### config.mk
export PLATFORM = sky130hd
export DESIGN_NAME = study_guide_flat
export DESIGN_NICKNAME = d
export VERILOG_FILES = /design/src/rtl/study_guide_pkg.sv /design/src/rtl/study_guide_if.sv /design/src/rtl/study_song_rom.sv /design/src/rtl/study_guide.sv /design/src/flat_wrapper.sv
export SDC_FILE = /design/constraint.sdc
export NUM_CORES = 1
export LEC_CHECK = 0
export CORE_ASPECT_RATIO = 0.9
export CORE_MARGIN = 4
export CORE_UTILIZATION = 35
export DETAILED_ROUTE_END_ITERATION = 8
export PLACE_DENSITY = 0.53
export SLEW_MARGIN = 20
export SYNTH_ARGS = -nofsm -noshare
export SYNTH_HDL_FRONTEND = slang
export SYNTH_SLANG_ARGS = --single-unit
### constraint.sdc
create_clock -name clk -period 3.4 [get_ports clk]
set_clock_uncertainty 0.05 [all_clocks]
set_input_delay 0.68 -clock clk [delete_from_list [all_inputs] [get_ports clk]]
set_output_delay 0.68 -clock clk [all_outputs]
set_load 0.05 [all_outputs]
### src/rtl/study_guide_pkg.sv
// rtl/study_guide_pkg.sv - shared mode, note, one-hot and state codes plus song contents
package study_guide_pkg;

  localparam logic [2:0] mode_free  = 3'd0;
  localparam logic [2:0] mode_study = 3'd1;
  localparam logic [2:0] mode_play  = 3'd2;

  localparam logic [2:0] n_rest = 3'd0;
  localparam logic [2:0] n_do   = 3'd1;
  localparam logic [2:0] n_re   = 3'd2;
  localparam logic [2:0] n_mi   = 3'd3;
  localparam logic [2:0] n_fa   = 3'd4;
  localparam logic [2:0] n_so   = 3'd5;
  localparam logic [2:0] n_la   = 3'd6;
  localparam logic [2:0] n_q1   = 3'd7;

  localparam logic [6:0] h_space = 7'b0000000;
  localparam logic [6:0] h_do    = 7'b0000001;
  localparam logic [6:0] h_re    = 7'b0000010;
  localparam logic [6:0] h_mi    = 7'b0000100;
  localparam logic [6:0] h_fa    = 7'b0001000;
  localparam logic [6:0] h_so    = 7'b0010000;
  localparam logic [6:0] h_la    = 7'b0100000;
  localparam logic [6:0] h_q1    = 7'b1000000;

  typedef enum logic [2:0] {
    st_idle,
    st_fetch,
    st_load,
    st_wait_rel,
    st_wait_press,
    st_advance,
    st_done
  } state_t;

  function automatic logic [6:0] note_onehot(input logic [2:0] code);
    if (code == n_rest) return h_space;
    return 7'(7'b1 << (code - 3'd1));
  endfunction

  function automatic logic [4:0] sat_inc(input logic [4:0] v);
    return (v == 5'd31) ? v : v + 5'd1;
  endfunction

  // Song 0 opens do, re, rest, mi; the remaining slots cycle through the scale.
  function automatic logic [2:0] song_note(input logic [1:0] song, input logic [4:0] addr);
    int v;
    v = (int'(addr) + 2 * int'(song) + 1) % 8;
    if (song == 2'd0) begin
      case (addr)
        5'd0:    return n_do;
        5'd1:    return n_re;
        5'd2:    return n_rest;
        5'd3:    return n_mi;
        default: return v[2:0];
      endcase
    end
    return v[2:0];
  endfunction

endpackage

### src/rtl/study_guide_if.sv
// rtl/study_guide_if.sv - player/LED-side bundle of the study sequencer
interface study_guide_if;
  logic [2:0] mode;
  logic       start;
  logic [1:0] song_sel;
  logic [6:0] key_note;
  logic [6:0] study_note_control;
  logic [2:0] tone_note;
  logic       busy;
  logic       done;
  logic [4:0] hit_cnt;
  logic [4:0] miss_cnt;

  modport master (
    output mode, start, song_sel, key_note,
    input  study_note_control, tone_note, busy, done, hit_cnt, miss_cnt
  );

  modport slave (
    input  mode, start, song_sel, key_note,
    output study_note_control, tone_note, busy, done, hit_cnt, miss_cnt
  );
endinterface

### src/rtl/study_song_rom.sv
// rtl/study_song_rom.sv - four-song note ROM with one cycle of read latency
module study_song_rom
  import study_guide_pkg::*;
(
  input  logic       clk,
  input  logic [1:0] song,
  input  logic [4:0] addr,
  output logic [2:0] code
);

  always_ff @(posedge clk) begin
    code <= song_note(song, addr);
  end

endmodule

### src/rtl/study_guide.sv
// rtl/study_guide.sv - study-mode note sequencer; STUDY_HINT_BLINK_EN blinks the hint while waiting
module study_guide
  import study_guide_pkg::*;
#(
  parameter int SONG_LEN    = 16,
  parameter int TIMEOUT_CYC = 100000000,
  parameter int BLINK_CYC   = 25000000
) (
  input  logic         clk,
  input  logic         rst_n,
  study_guide_if.slave bus
);

  localparam int TIMER_W = $clog2(TIMEOUT_CYC + 1);

  if (SONG_LEN < 1 || SONG_LEN > 32) begin : g_bad_len
    $error("SONG_LEN out of range");
  end
  if (BLINK_CYC < 1 || TIMEOUT_CYC < 1) begin : g_bad_cyc
    $error("cycle counts must be positive");
  end

  state_t               state;
  logic [1:0]           song_q;
  logic [4:0]           index;
  logic [2:0]           rom_code;
  logic [6:0]           expect_oh;
  logic [6:0]           led;
  logic [2:0]           tone;
  logic                 busy_q;
  logic                 done_q;
  logic [4:0]           hit_q;
  logic [4:0]           miss_q;
  logic [TIMER_W-1:0]   timer;

`ifdef STUDY_HINT_BLINK_EN
  localparam int BLINK_W = $clog2(BLINK_CYC + 1);
  logic [BLINK_W-1:0] blink_cnt;
`endif

  study_song_rom u_rom (
    .clk  (clk),
    .song (song_q),
    .addr (index),
    .code (rom_code)
  );

  always_ff @(posedge clk) begin
    if (!rst_n) begin
      state     <= st_idle;
      song_q    <= 2'd0;
      index     <= 5'd0;
      expect_oh <= h_space;
      led       <= h_space;
      tone      <= n_rest;
      busy_q    <= 1'b0;
      done_q    <= 1'b0;
      hit_q     <= 5'd0;
      miss_q    <= 5'd0;
      timer     <= '0;
`ifdef STUDY_HINT_BLINK_EN
      blink_cnt <= '0;
`endif
    end else begin
      done_q <= 1'b0;
      // Leaving study mode mid-song drops straight to idle; scores are kept.
      if (state != st_idle && bus.mode != mode_study) begin
        state     <= st_idle;
        expect_oh <= h_space;
        led       <= h_space;
        tone      <= n_rest;
        busy_q    <= 1'b0;
      end else begin
        case (state)
          st_idle: begin
            if (bus.start && bus.mode == mode_study) begin
              state  <= st_fetch;
              song_q <= bus.song_sel;
              index  <= 5'd0;
              hit_q  <= 5'd0;
              miss_q <= 5'd0;
              busy_q <= 1'b1;
            end
          end
          st_fetch: state <= st_load;
          st_load: begin
            if (rom_code == n_rest) begin
              state <= st_advance;
            end else begin
              expect_oh <= note_onehot(rom_code);
              led       <= note_onehot(rom_code);
              tone      <= rom_code;
              state     <= st_wait_rel;
            end
          end
          st_wait_rel: begin
            if (bus.key_note == 7'd0) begin
              state <= st_wait_press;
              timer <= '0;
`ifdef STUDY_HINT_BLINK_EN
              blink_cnt <= '0;
`endif
            end
          end
          st_wait_press: begin
            // A press on the timeout cycle takes priority over the timeout.
            if (bus.key_note != 7'd0) begin
              if (bus.key_note == expect_oh) begin
                hit_q     <= sat_inc(hit_q);
                expect_oh <= h_space;
                led       <= h_space;
                tone      <= n_rest;
                state     <= st_advance;
              end else begin
                miss_q <= sat_inc(miss_q);
                led    <= expect_oh;
                state  <= st_wait_rel;
              end
            end else if (timer == TIMER_W'(TIMEOUT_CYC - 1)) begin
              miss_q    <= sat_inc(miss_q);
              expect_oh <= h_space;
              led       <= h_space;
              tone      <= n_rest;
              state     <= st_advance;
            end else begin
              timer <= timer + 1'b1;
`ifdef STUDY_HINT_BLINK_EN
              if (blink_cnt == BLINK_W'(BLINK_CYC - 1)) begin
                blink_cnt <= '0;
                led       <= (led == h_space) ? expect_oh : h_space;
              end else begin
                blink_cnt <= blink_cnt + 1'b1;
              end
`endif
            end
          end
          st_advance: begin
            if (index == 5'(SONG_LEN - 1)) begin
              state  <= st_done;
              done_q <= 1'b1;
            end else begin
              index <= index + 5'd1;
              state <= st_fetch;
            end
          end
          st_done: begin
            state     <= st_idle;
            expect_oh <= h_space;
            led       <= h_space;
            tone      <= n_rest;
            busy_q    <= 1'b0;
          end
          default: state <= st_idle;
        endcase
      end
    end
  end

  assign bus.study_note_control = led;
  assign bus.tone_note          = tone;
  assign bus.busy               = busy_q;
  assign bus.done               = done_q;
  assign bus.hit_cnt            = hit_q;
  assign bus.miss_cnt           = miss_q;

endmodule

### src/flat_wrapper.sv
// flat-port wrapper written by rule: the top's interface ports become plain ports
module study_guide_flat import study_guide_pkg::*;
#(
  parameter int SONG_LEN    = 16,
  parameter int TIMEOUT_CYC = 100000000,
  parameter int BLINK_CYC   = 25000000
)
  (clk, rst_n, bus_mode, bus_start, bus_song_sel, bus_key_note, bus_study_note_control, bus_tone_note, bus_busy, bus_done, bus_hit_cnt, bus_miss_cnt);
  study_guide_if bus_i ();
  input  logic clk;
  input  logic rst_n;
  input wire logic [$bits(bus_i.mode)-1:0] bus_mode;
  input wire logic [$bits(bus_i.start)-1:0] bus_start;
  input wire logic [$bits(bus_i.song_sel)-1:0] bus_song_sel;
  input wire logic [$bits(bus_i.key_note)-1:0] bus_key_note;
  output wire logic [$bits(bus_i.study_note_control)-1:0] bus_study_note_control;
  output wire logic [$bits(bus_i.tone_note)-1:0] bus_tone_note;
  output wire logic [$bits(bus_i.busy)-1:0] bus_busy;
  output wire logic [$bits(bus_i.done)-1:0] bus_done;
  output wire logic [$bits(bus_i.hit_cnt)-1:0] bus_hit_cnt;
  output wire logic [$bits(bus_i.miss_cnt)-1:0] bus_miss_cnt;
  assign bus_i.mode = bus_mode;
  assign bus_i.start = bus_start;
  assign bus_i.song_sel = bus_song_sel;
  assign bus_i.key_note = bus_key_note;
  assign bus_study_note_control = bus_i.study_note_control;
  assign bus_tone_note = bus_i.tone_note;
  assign bus_busy = bus_i.busy;
  assign bus_done = bus_i.done;
  assign bus_hit_cnt = bus_i.hit_cnt;
  assign bus_miss_cnt = bus_i.miss_cnt;
  study_guide #(.SONG_LEN(SONG_LEN), .TIMEOUT_CYC(TIMEOUT_CYC), .BLINK_CYC(BLINK_CYC)) u_core (.clk(clk), .rst_n(rst_n), .bus(bus_i));
endmodule
==> results of run 1 <==
synth_stat cells, types with 8 or more instances:
library cell / number
sky130_fd_sc_hd__nor2_1: 39
sky130_fd_sc_hd__xor2_1: 21
sky130_fd_sc_hd__inv_1: 10
sky130_fd_sc_hd__dfxtp_1: 62
sky130_fd_sc_hd__nand3_1: 39
sky130_fd_sc_hd__nor3_1: 13
sky130_fd_sc_hd__nand2_1: 27
sky130_fd_sc_hd__ha_1: 11
sky130_fd_sc_hd__clkbuf_1: 12
sky130_fd_sc_hd__xnor2_1: 9
sky130_fd_sc_hd__and3_1: 8
sky130_fd_sc_hd__a21oi_1: 16
sky130_fd_sc_hd__o21ai_0: 21
how the worst max path moves through the flow:
stage	startpoint	to	slack, ns	depth (start not counted)
after global routing	bus_key_note[3]	u_core.timer[22]$_SDFFE_PN0P_	0.36	7
final	bus_key_note[4]	u_core.timer[7]$_SDFFE_PN0P_	0.61	8
after floorplan	bus_mode[1]	u_core.bus.hit_cnt[2]$_SDFFE_PN0P_	1.05	6
after global placement	bus_key_note[3]	u_core.timer[22]$_SDFFE_PN0P_	0.26	7
after CTS	bus_key_note[3]	u_core.timer[22]$_SDFFE_PN0P_	0.59	7
after detailed placement	bus_key_note[3]	u_core.timer[22]$_SDFFE_PN0P_	0.22	7
layout make-up:
| type | count | area [sq um] |
|---|---|---|
| Fill cell | 948 | 5160 |
| Multi-Input combinational cell | 309 | 2000 |
| Sequential cell | 62 | 1240 |
| Timing Repair Buffer | 46 | 448 |
| Clock buffer | 13 | 159 |
| Tap cell | 122 | 153 |
| Clock inverter | 3 | 42.5 |
| Inverter | 11 | 41.3 |
power by group through the flow:
stage,Combinational [uW],Sequential (uW),Clock [uW]
global placement,88.4,753,0
finish,88.7,737,671
floorplan,46.0,758,0
CTS,89.1,737,693
detailed placement,88.8,753,0
global route,97.9,737,728
routing by layer:
layer  vias to the layer above  global-route usage (%)  wire [um]
li1                       1526                       -          -
met3                         9                    4.56        416
met2                        50                    21.9       3210
met5                         -                       0          0
met4                         0                    6.17         92
met1                      1375                    21.2       4140
through the flow:
step	utilization [%]	setup WS [ns]	hold WS, ns	instance area (sq um)	std cells
5_1_grt	44.2	0.362	0.445	4080	566
6_report	44.2	0.611	0.428	4080	566
4_1_cts	44.2	0.590	0.436	4080	566
3_3_place_gp	42.0	0.262	0.415	3880	550
3_5_place_dp	42.0	0.216	0.425	3880	550
2_1_floorplan	-	1.05	0.404	3370	401
flip-flops by register name, indices dropped and copies added (netlist names):
signal and count:
u_core.bus.tone_note 3, u_core.bus.busy 1, u_core.index 5, u_core.song_q 2
u_core.bus.hit_cnt 5, u_core.state 3, u_core.bus.done 1, u_core.timer 27
u_core.bus.miss_cnt 5, u_core.u_rom.code 3, u_core.expect_oh 7
cells by family after synthesis:
| logic type | after synthesis | synth area share (%) |
|---|---|---|
| AOI/OAI and AO/OA | 84 | 17.0 |
| xor gates and xnor gates | 30 | 7.80 |
| adders and majority gates | 12 | 4.68 |
| buffers and inverters | 30 | 3.90 |
| DFF | 62 | 36.9 |
| muxes | 3 | 0.892 |
| and+or+nand+nor | 180 | 28.9 |
worst register-to-register path: cells and delay by family, from the launching register on:
family                     cells  cell delay (ns)
adders and majority gates      2             0.50
DFF                            1             0.35
and+or+nand+nor                5             1.38
AOI/OAI and AO/OA              1             0.14
==> out/qor.tcl, run 1 <==
set qor(min-delay-path-class) {flop to flop}
set qor(route.vias.total) 2960
set qor(floorplan.initialDensity_pct) 36.4
set qor(most_frequent_cells_in_the_layout) {sky130_fd_sc_hd__dfxtp_1 (62), sky130_fd_sc_hd__nor2_1 (39), sky130_fd_sc_hd__nand3_1 (39)}
set qor(slew_of_the_pin_with_the_lowest_slew_margin_ns) 0.687
set qor(finalWorstPathRequiredPeriod_ns) 2.79
set qor(power.sequential.fraction_pct) 49.2
set qor(mostFrequentLayoutCell) {sky130_fd_sc_hd__dfxtp_1}
set qor(worst_setup_path_start_kind) {primary input}
set qor(post_cts.repair.setup_buffers) 0
set qor(cts_resized) 0
set qor(post_synth_main_area_contributors) {sky130_fd_sc_hd__dfxtp_1 (37%), sky130_fd_sc_hd__nand3_1 (5.8%), sky130_fd_sc_hd__xor2_1 (5.5%)}
set qor(synth_cells) 401
set qor(critPathTopFamily) {simple AND/OR/NAND/NOR gates}
set qor(syn-num-nets) 428
set qor(io_buffers) 36
set qor(finish.net_count) 466
set qor(cts_hold_repair.buffers) 0
set qor(x_dimension_of_the_die_um) 111
set qor(yosysTopAreaCellShare_pct) 36.9
set qor(setup.reg_to_reg.worst_slack_ns) 0.91
set qor(unrepaired_setup_endpoints_after_global_routing) {false}
set qor(power.net_switching_uw) 349
set qor(worstPathArrival_ns) 3.02
set qor(critPathMaxStageDelay_ns) 0.49
set qor(drt_first_pass_iters) 4
set qor(full_die_area_sq_mm) 0.0113
set qor(track_usage_pct) 15.2
set qor(drt-wirelength-per-cell_um) 13.9
set qor(switching_part_of_the_total_pct) 23.3
set qor(pin_count_of_the_biggest_net_entering_global_routing) 21
set qor(clock_tree_from_tritoncts) {done}
set qor(chipHeight_um) 101
set qor(worstSkewPairLatency_ns) 0.34
set qor(cp.required_ns) 3.63
set qor(htree_levels) 3
set qor(floorplan.core_area_sq_mm) 0.00925
set qor(peakVddDrop_mv) 0.167
set qor(antenna_cells) 0
set qor(period_share_pct) 82.0
set qor(slew_violations) 0
set qor(yosysSeqAreaShare_pct) 36.9
set qor(critPathMaxFanout) 19
set qor(crit_type) {primary input to flop}
set qor(synth_cell_area_sq_mm) 0.00337
set qor(drv.max_cap_violation_count) 0
set qor(synth-seq-cells) 62
set qor(yosysWarningCount) 0
set qor(worst_hold_path.num_cells) 2
set qor(row_count) 33
set qor(post-synth-top-area-cell) {sky130_fd_sc_hd__dfxtp_1}
set qor(setup_viol) 0
set qor(critical-path-slowest-cell) {sky130_fd_sc_hd__or4_1}
set qor(num_io_pins) 37
set qor(worst_r2r_startpoint) {u_core.index[0]$_SDFFE_PN0P_}
set qor(timing.critical_path.buf_inv) 2
set qor(cellPowerDensity_mw_per_mm2) 366
set qor(synth_enable_flop_cells) 0
set qor(fmax_mhz) 359
set qor(ys_dominant_reg_cell) {sky130_fd_sc_hd__dfxtp_1}
set qor(synthesis.area_per_instance_sq_um) 8.40
set qor(area_growth_syn_to_layout_pct) 21.3
set qor(fin_tns_setup_ns) 0
set qor(postSynth.asyncResetShare_pct) 0
set qor(cts-root-buf) {sky130_fd_sc_hd__clkbuf_8}
set qor(status) {finished clean}
set qor(detail_route.wirelength_um) 7860
set qor(dpl.hpwl_um) 5720
set qor(report.power.total_uw) 1500
set qor(hp-start) {u_core.bus.tone_note[2]$_SDFFE_PP0P_}
set qor(vias_per_cell) 5.23
set qor(hold-path-endpoint) {u_core.bus.tone_note[2]$_SDFFE_PP0P_}
set qor(synth_cell_type_count) 54
set qor(power_leakage_uw) 0.00144
set qor(remaining_drc_errors) 0
set qor(clk_pin_slew_worst_paths_ns) 0.06
set qor(combPwrFrac_pct) 5.9
set qor(numCtsBuffers) 9
set qor(gp_routability_congestion) 0.806
set qor(setup.worst_path.end_class) {flop}
set qor(clkSinkCount) 62
set qor(drtIter0Drc) 140
set qor(vias_in_the_first_global_route) 2879
set qor(share_clk_of_total_power_pct) 44.9
set qor(initial_antenna_violation_count) 0
set qor(timing.max_slew.rel_slack_pct) 54.2
set qor(grt-ovfl-total) 0
set qor(hold_violations) 0
set qor(share_of_layout_cells_above_drive_strength_1_pct) 9.01
set qor(cp_cell_instances) {clkdlybuf4s50_1 -> nor4_2 -> nand3_1 -> a211oi_2 -> buf_12 -> nor2_2 -> or4_1 -> nand2_1}
set qor(cts-root-to-sink-buffers) 2
set qor(detail-route-antenna-nets) 0
set qor(grt_pass1_wl_um) 14000
set qor(reg2reg_to) {u_core.index[3]$_SDFFE_PN0P_}
set qor(rr_worst_depth) 8
set qor(p_int_uw) 1150
No activity file was read; power rests on OpenSTA's default activity.
==> run 2: changes to the inputs <==
- PLACE_DENSITY: 0.53 -> 0.55
- clock period: 3.4 -> 2.4 ns (I/O delays scaled with it)
==> out/qor.tcl, run 2 (synthesis gave the netlist of run 1 again) <==
set qor(finalWorstPathRequiredPeriod_ns) 2.35
set qor(setup.reg_to_reg.worst_slack_ns) 0.05 ;# was 0.91 ns
set qor(detail_route.wirelength_um) 8220 ;# was 7860 um
set qor(period_share_pct) 97.8
set qor(htree_levels) 3 ;# unchanged
set qor(dr_wl_met3_um) 363 ;# was 416 um
set qor(floorplan.core_area_sq_mm) 0.00925 ;# unchanged
set qor(gp_routability_congestion) 0.807 ;# was 0.806
set qor(cellPowerDensity_mw_per_mm2) 481 ;# was 366 mW/mm^2
set qor(cp_cell_instances) {or4bb_4 -> nor4_4 -> a211oi_4 -> buf_4 -> buf_6 -> buf_6 -> o2111ai_1 -> xor2_1 -> nor2_1} ;# was clkdlybuf4s50_1 -> nor4_2 -> nand3_1 -> a211oi_2 -> buf_12 -> nor2_2 -> or4_1 -> nand2_1
set qor(full_die_area_sq_mm) 0.0113 ;# unchanged
set qor(place_ws_ns) -0.305 ;# was 0.216 ns
set qor(vias_per_cell) 5.10 ;# was 5.23
set qor(crit_path_frequent_cell) {sky130_fd_sc_hd__buf_6}
set qor(pin_count_of_the_biggest_net_entering_global_routing) 21 ;# unchanged
set qor(num_io_pins) 37 ;# unchanged
set qor(highest_layer) {met4} ;# unchanged
set qor(dpl.hpwl_um) 5900 ;# was 5720 um
set qor(fin_tns_setup_ns) 0 ;# unchanged
set qor(crit_type) {flop to flop} ;# was primary input to flop
set qor(antenna_cells) 0 ;# unchanged
set qor(remaining_drc_errors) 0 ;# unchanged
set qor(mostFrequentLayoutCell) {sky130_fd_sc_hd__dfxtp_1} ;# unchanged
set qor(post-route-util_pct) 49.2 ;# was 44.2%
set qor(fmax_mhz) 426
set qor(cts-root-buf) {sky130_fd_sc_hd__clkbuf_8} ;# unchanged
set qor(track_usage_pct) 15.1 ;# was 15.2%
set qor(drv.max_cap_violation_count) 0 ;# unchanged
set qor(drt_first_pass_iters) 4 ;# unchanged
set qor(clkSinkCount) 62 ;# unchanged
set qor(status) {finished clean} ;# unchanged
set qor(setup_viol) 0 ;# unchanged
set qor(drt-wirelength-per-cell_um) 13.5 ;# was 13.9 um
set qor(hold-path-endpoint) {u_core.bus.tone_note[0]$_SDFFE_PP0P_} ;# was u_core.bus.tone_note[2]$_SDFFE_PP0P_
set qor(timing.max_slew.rel_slack_pct) 66.1 ;# was 54.2%
set qor(grt-ovfl-total) 0 ;# unchanged
set qor(share_of_layout_cells_above_drive_strength_1_pct) 20.4 ;# was 9.01%
set qor(floorplan.initialDensity_pct) 36.4 ;# unchanged
set qor(max_flop_register) {u_core.timer} ;# unchanged
set qor(report.power.total_uw) 2190 ;# was 1500 uW
set qor(largest_registers) {u_core.timer: 27 flops, u_core.expect_oh: 7 flops} ;# unchanged
set qor(hp-start) {u_core.bus.tone_note[0]$_SDFFE_PP0P_} ;# was u_core.bus.tone_note[2]$_SDFFE_PP0P_
set qor(row_count) 33 ;# unchanged
set qor(cp.required_ns) 2.60 ;# was 3.63 ns
set qor(worstSkewPairLatency_ns) 0.35 ;# was 0.34 ns
set qor(critPathMaxFanout) 6 ;# was 19
set qor(critPathMaxStageDelay_ns) 0.55 ;# was 0.49 ns
set qor(detail-route-antenna-nets) 0 ;# unchanged
set qor(route.vias.total) 3098 ;# was 2960
set qor(cts-root-to-sink-buffers) 2 ;# unchanged
set qor(slew_of_the_pin_with_the_lowest_slew_margin_ns) 0.508 ;# was 0.687 ns
set qor(met2RoutedLength_um) 3400 ;# was 3210 um
set qor(hold_violations) 0 ;# unchanged
set qor(worst_setup_path_start_kind) {flop} ;# was primary input
set qor(worst_r2r_startpoint) {u_core.timer[19]$_SDFFE_PN0P_} ;# was u_core.index[0]$_SDFFE_PN0P_
set qor(reg2reg_to) {u_core.timer[3]$_SDFFE_PN0P_} ;# was u_core.index[3]$_SDFFE_PN0P_
set qor(clk_pin_slew_worst_paths_ns) 0.07 ;# was 0.06 ns
set qor(rr_worst_depth) 9 ;# was 8
set qor(slew_violations) 0 ;# unchanged
set qor(wl_met1_um) 4350 ;# was 4140 um
set qor(worst_hold_path.num_cells) 2 ;# unchanged
set qor(vias_in_the_first_global_route) 2977 ;# was 2879
set qor(min-delay-path-class) {flop to flop} ;# unchanged
set qor(numCtsBuffers) 9 ;# unchanged
set qor(chipHeight_um) 101 ;# unchanged
set qor(x_dimension_of_the_die_um) 111 ;# unchanged
set qor(critical-path-slowest-cell) {sky130_fd_sc_hd__or4bb_4} ;# was sky130_fd_sc_hd__or4_1
set qor(power_leakage_uw) 0.00174 ;# was 0.00144 uW
set qor(timing.hold.ws_ns) 0.425 ;# was 0.428 ns
set qor(cts_hold_repair.buffers) 0 ;# unchanged
set qor(unrepaired_setup_endpoints_after_global_routing) {true} ;# was false
set qor(most_frequent_cells_in_the_layout) {sky130_fd_sc_hd__dfxtp_1 (59), sky130_fd_sc_hd__buf_4 (48), sky130_fd_sc_hd__nor2_1 (39)} ;# was sky130_fd_sc_hd__dfxtp_1 (62), sky130_fd_sc_hd__nor2_1 (39), sky130_fd_sc_hd__nand3_1 (39)
set qor(finish.net_count) 507 ;# was 466
set qor(drtIter0Drc) 124 ;# was 140
set qor(io_buffers) 36 ;# unchanged
set qor(worstPathArrival_ns) 2.54 ;# was 3.02 ns
set qor(grt_pass1_wl_um) 14000 ;# about the same
set qor(setup.worst_path.end_class) {flop} ;# unchanged
set qor(clock_tree_from_tritoncts) {done} ;# unchanged
set qor(peakVddDrop_mv) 0.206 ;# was 0.167 mV
set qor(initial_antenna_violation_count) 0 ;# unchanged
set qor(area_growth_syn_to_layout_pct) 35.1 ;# was 21.3%
set qor(fillCellCount) 921 ;# was 948
set qor(timing.final.ws_setup_ns) 0.0531 ;# was 0.611 ns
set qor(largest_reg_flops) 27 ;# unchanged
[run 2: cell type report]
| cell class | count | area (sq um) | share of cell area (%) |
|---|---|---|---|
| multi-input combinational | 309 | 2110 | 46.4 |
| sequential | 62 | 1250 | 27.4 |
| timing repair buffer | 87 | 778 | 17.1 |
| clock buffer | 13 | 179 | 3.93 |
| tap | 122 | 153 | 3.36 |
| inverter | 11 | 41.3 | 0.908 |
| clock inverter | 3 | 40.0 | 0.880 |
[run 2: worst max path at each step]
stage                                                 from                                  to  slack [ns]  cells past startpoint
final                        u_core.timer[19]$_SDFFE_PN0P_        u_core.timer[3]$_SDFFE_PN0P_        0.05                      9
after global routing         u_core.timer[12]$_SDFFE_PN0P_        u_core.timer[5]$_SDFFE_PN0P_       -0.05                      9
after CTS                                  bus_key_note[3]        u_core.timer[7]$_SDFFE_PN0P_        0.03                      9
after detailed placement                   bus_key_note[4]        u_core.timer[7]$_SDFFE_PN0P_       -0.30                      9
after global placement                     bus_key_note[3]        u_core.timer[7]$_SDFFE_PN0P_       -0.31                      9
after floorplan           u_core.expect_oh[2]$_SDFFE_PP0P_  u_core.bus.hit_cnt[2]$_SDFFE_PN0P_        0.13                      6
[run 2: worst max-delay path: cells and delay by family, from the launching register on]
family,cells,cell delay (ns)
xor+xnor,1,0.17
buf+inv,3,0.39
simple gates,3,0.95
flops,1,0.35
compound gates,2,0.33
[run 2: report_power, final]
part           internal, uW  leakage [uW]  total (uW)  switching, uW
registers              1030      0.000502        1040           7.26
clock network           589      0.000115         997            407
logic                  70.0       0.00112         149           78.9
total                  1690       0.00174        2190            493
[run 2: through the flow]
stage                     instances  instance area, sq um
after floorplan                 401                  3370
after global placement          588                  4170
after detailed placement        588                  4170
after CTS                       604                  4390
after global routing            607                  4550
final                           607                  4550
[run 2: timing repair]
item | in CTS | in global routing
endpoints found under the setup margin | 0 | 24
resized for setup | 0 | 30
setup buffers | 0 | 3
[run 2: metal layers]
layer / GRT usage [%] / up-vias
li1: - / 1606
met1: 21.7 / 1420
met2: 21.2 / 62
met3: 4.56 / 10
met4: 5.43 / 0
met5: 0 / -
==> run 3: changes to the inputs <==
--- a/config.mk
+++ b/config.mk
@@ -6,8 +6,9 @@
 export NUM_CORES = 1
 export LEC_CHECK = 0
-export CORE_ASPECT_RATIO = 0.9
+export CORE_ASPECT_RATIO = 2
 export CORE_MARGIN = 4
 export CORE_UTILIZATION = 35
 export DETAILED_ROUTE_END_ITERATION = 8
+export HOLD_SLACK_MARGIN = 0.1
 export PLACE_DENSITY = 0.55
 export SLEW_MARGIN = 20
==> constraint.sdc (replaced) <==
create_clock -name clk -period 2.4 [get_ports clk]
set_clock_uncertainty 0.05 [all_clocks]
set_input_delay 0.36 -clock clk [delete_from_list [all_inputs] [get_ports clk]]
set_output_delay 0.36 -clock clk [all_outputs]
set_load 0.05 [all_outputs]
==> out/qor.tcl, run 3 (synthesis gave the netlist of run 1 again) <==
set qor(status) {finished clean} ;# unchanged
set qor(pin_count_of_the_biggest_net_entering_global_routing) 21 ;# unchanged
set qor(cts-root-to-sink-buffers) 2 ;# unchanged
set qor(cellPowerDensity_mw_per_mm2) 556 ;# was 481 mW/mm^2
set qor(chipHeight_um) 147 ;# was 101 um
set qor(mostFrequentLayoutCell) {sky130_fd_sc_hd__dfxtp_1} ;# unchanged
set qor(x_dimension_of_the_die_um) 77.4 ;# was 111 um
set qor(cp.required_ns) 2.59 ;# was 2.60 ns
set qor(timing.hold.ws_ns) 0.421 ;# was 0.425 ns
set qor(min-delay-path-class) {flop to flop} ;# unchanged
set qor(antenna_cells) 0 ;# unchanged
set qor(track_usage_pct) 17.1 ;# was 15.1%
set qor(vias_in_the_first_global_route) 3189 ;# was 2977
set qor(timing.max_slew.rel_slack_pct) 64.9 ;# was 66.1%
set qor(power_leakage_uw) 0.00170 ;# was 0.00174 uW
set qor(drt-wirelength-per-cell_um) 15.5 ;# was 13.5 um
set qor(setup.worst_path.end_class) {flop} ;# unchanged
set qor(postPlaceCellArea_sq_mm) 0.00415 ;# was 0.00417 sq mm
set qor(drtIter0Drc) 178 ;# was 124
set qor(grt_pass1_wl_um) 15300 ;# was 14000 um
set qor(numPlacedInstances) 570 ;# was 588
set qor(area_growth_syn_to_layout_pct) 33.7 ;# was 35.1%
set qor(route.vias.total) 3184 ;# was 3098
set qor(remaining_drc_errors) 0 ;# unchanged
set qor(max_flop_register) {u_core.timer} ;# unchanged
set qor(dpl.hpwl_um) 7230 ;# was 5900 um
set qor(vias_per_cell) 5.41 ;# was 5.10
set qor(clkSinkCount) 62 ;# unchanged
set qor(largest_reg_flops) 27 ;# unchanged
set qor(worstSkewPairLatency_ns) 0.33 ;# was 0.35 ns
set qor(clock_tree_from_tritoncts) {done} ;# unchanged
set qor(largest_registers) {u_core.timer: 27 flops, u_core.expect_oh: 7 flops} ;# unchanged
set qor(drv.max_cap_violation_count) 0 ;# unchanged
set qor(floorplan.initialDensity_pct) 35.9 ;# was 36.4%
set qor(io_buffers) 36 ;# unchanged
set qor(grt-ovfl-total) 0 ;# unchanged
set qor(peakVddDrop_mv) 0.349 ;# was 0.206 mV
set qor(critPathMaxFanout) 20 ;# was 6
set qor(final_cells) 588 ;# was 607
set qor(period_share_pct) 97.0 ;# was 97.8%
set qor(clk_pin_slew_worst_paths_ns) 0.06 ;# was 0.07 ns
set qor(detail-route-antenna-nets) 0 ;# unchanged
set qor(worstPathArrival_ns) 2.51 ;# was 2.54 ns
set qor(initial_antenna_violation_count) 0 ;# unchanged
set qor(cts-root-buf) {sky130_fd_sc_hd__clkbuf_16} ;# was sky130_fd_sc_hd__clkbuf_8
set qor(numCtsBuffers) 9 ;# unchanged
set qor(slew_violations) 0 ;# unchanged
set qor(setup_viol) 0 ;# unchanged
set qor(row_count) 50 ;# was 33
set qor(finish.net_count) 506 ;# was 507
set qor(cp_cell_instances) {or4bb_4 -> nor4_4 -> buf_4 -> a21oi_1 -> a311o_1 -> buf_12 -> o41ai_2} ;# was or4bb_4 -> nor4_4 -> a211oi_4 -> buf_4 -> buf_6 -> buf_6 -> o2111ai_1 -> xor2_1 -> nor2_1
set qor(critPathMaxStageDelay_ns) 0.55 ;# about the same
set qor(report.power.total_uw) 2500 ;# was 2190 uW
set qor(most_frequent_cells_in_the_layout) {sky130_fd_sc_hd__dfxtp_1 (60), sky130_fd_sc_hd__buf_4 (49), sky130_fd_sc_hd__nor2_1 (39), sky130_fd_sc_hd__nand3_1 (39), sky130_fd_sc_hd__clkdlybuf4s50_1 (36)} ;# was sky130_fd_sc_hd__dfxtp_1 (59), sky130_fd_sc_hd__buf_4 (48), sky130_fd_sc_hd__nor2_1 (39)
set qor(worst_setup_path_start_kind) {flop} ;# unchanged
set qor(htree_levels) 3 ;# unchanged
set qor(finalWorstPathRequiredPeriod_ns) 2.33 ;# was 2.35 ns
set qor(detail_route.wirelength_um) 9110 ;# was 8220 um
set qor(fin_area_sq_mm) 0.00450 ;# was 0.00455 sq mm
set qor(drt_first_pass_iters) 4 ;# unchanged
set qor(gp_routability_congestion) 0.813 ;# was 0.807
set qor(slew_of_the_pin_with_the_lowest_slew_margin_ns) 0.525 ;# was 0.508 ns
set qor(num_io_pins) 37 ;# unchanged
set qor(fmax_mhz) 430 ;# was 426 MHz
set qor(post-route-util_pct) 48.0 ;# was 49.2%
set qor(crit_type) {flop to flop} ;# unchanged
set qor(share_of_layout_cells_above_drive_strength_1_pct) 18.2 ;# was 20.4%
set qor(hold_violations) 0 ;# unchanged
set qor(floorplan.core_area_sq_mm) 0.00938 ;# was 0.00925 sq mm
set qor(full_die_area_sq_mm) 0.0113 ;# about the same
set qor(critical-path-slowest-cell) {sky130_fd_sc_hd__or4bb_4} ;# unchanged
==> run 3: worst max-delay path: cells and delay by family (launching register included) <==
kind	cells	cell delay (ns)
buffers and inverters	2	0.33
AOI/OAI and AO/OA	3	0.64
and+or+nand+nor	2	0.86
DFF	1	0.34
==> run 3: through the flow <==
step                setup TNS, ns  setup slack (ns)
finish                          0            0.0719
global route              -0.0480           -0.0275
CTS                             0            0.0643
detailed placement          -5.71            -0.271
global placement            -4.09            -0.230
floorplan                       0             0.130
==> run 3: final timing paths <==
check / slack, ns / endpoint / cells after the start / from
max: 0.07 / u_core.expect_oh[0]$_SDFFE_PP0P_ / 7 / u_core.timer[12]$_SDFFE_PN0P_
min: 0.42 / u_core.bus.tone_note[1]$_SDFFE_PP0P_ / 2 / u_core.bus.tone_note[1]$_SDFFE_PP0P_
max reg2reg: 0.07 / u_core.expect_oh[0]$_SDFFE_PP0P_ / 7 / u_core.timer[12]$_SDFFE_PN0P_
min reg2reg: 0.42 / u_core.bus.tone_note[1]$_SDFFE_PP0P_ / 2 / u_core.bus.tone_note[1]$_SDFFE_PP0P_
==> run 3: where the power goes <==
part	switching, uW	leakage (uW)	internal [uW]
combinational	81.1	0.00107	75.1
sequential	7.20	0.000501	1040
clock	500	0.000138	804
total	588	0.00170	1920
==> run 3: area by class of cell <==
class / instances / area (sq um)
fillers: 933 / 4880
multi-input cells: 309 / 2040
flip-flops and latches: 62 / 1240
repair buffers: 86 / 748
clock buffers: 9 / 225
well taps: 104 / 130
clock inverters: 7 / 75.1
inverters: 11 / 41.3
==> run 3: timing repair <==
item | in CTS | in global routing
hold buffers | 0 | 0
endpoints found under the setup margin | 0 | 22
buffers inserted | 0 | 2
endpoints found under the hold margin | 0 | 0
gates resized for setup | 0 | 8
==> run 3: per-layer routing <==
metal	vias up	track usage, %	wire (um)	part of all wire, %
li1	1605	-	-	-
met3	15	3.80	281	3.1
met1	1509	16.2	3240	36
met2	55	33.5	5340	59
met4	0	8.02	256	2.8
met5	-	0	0	0
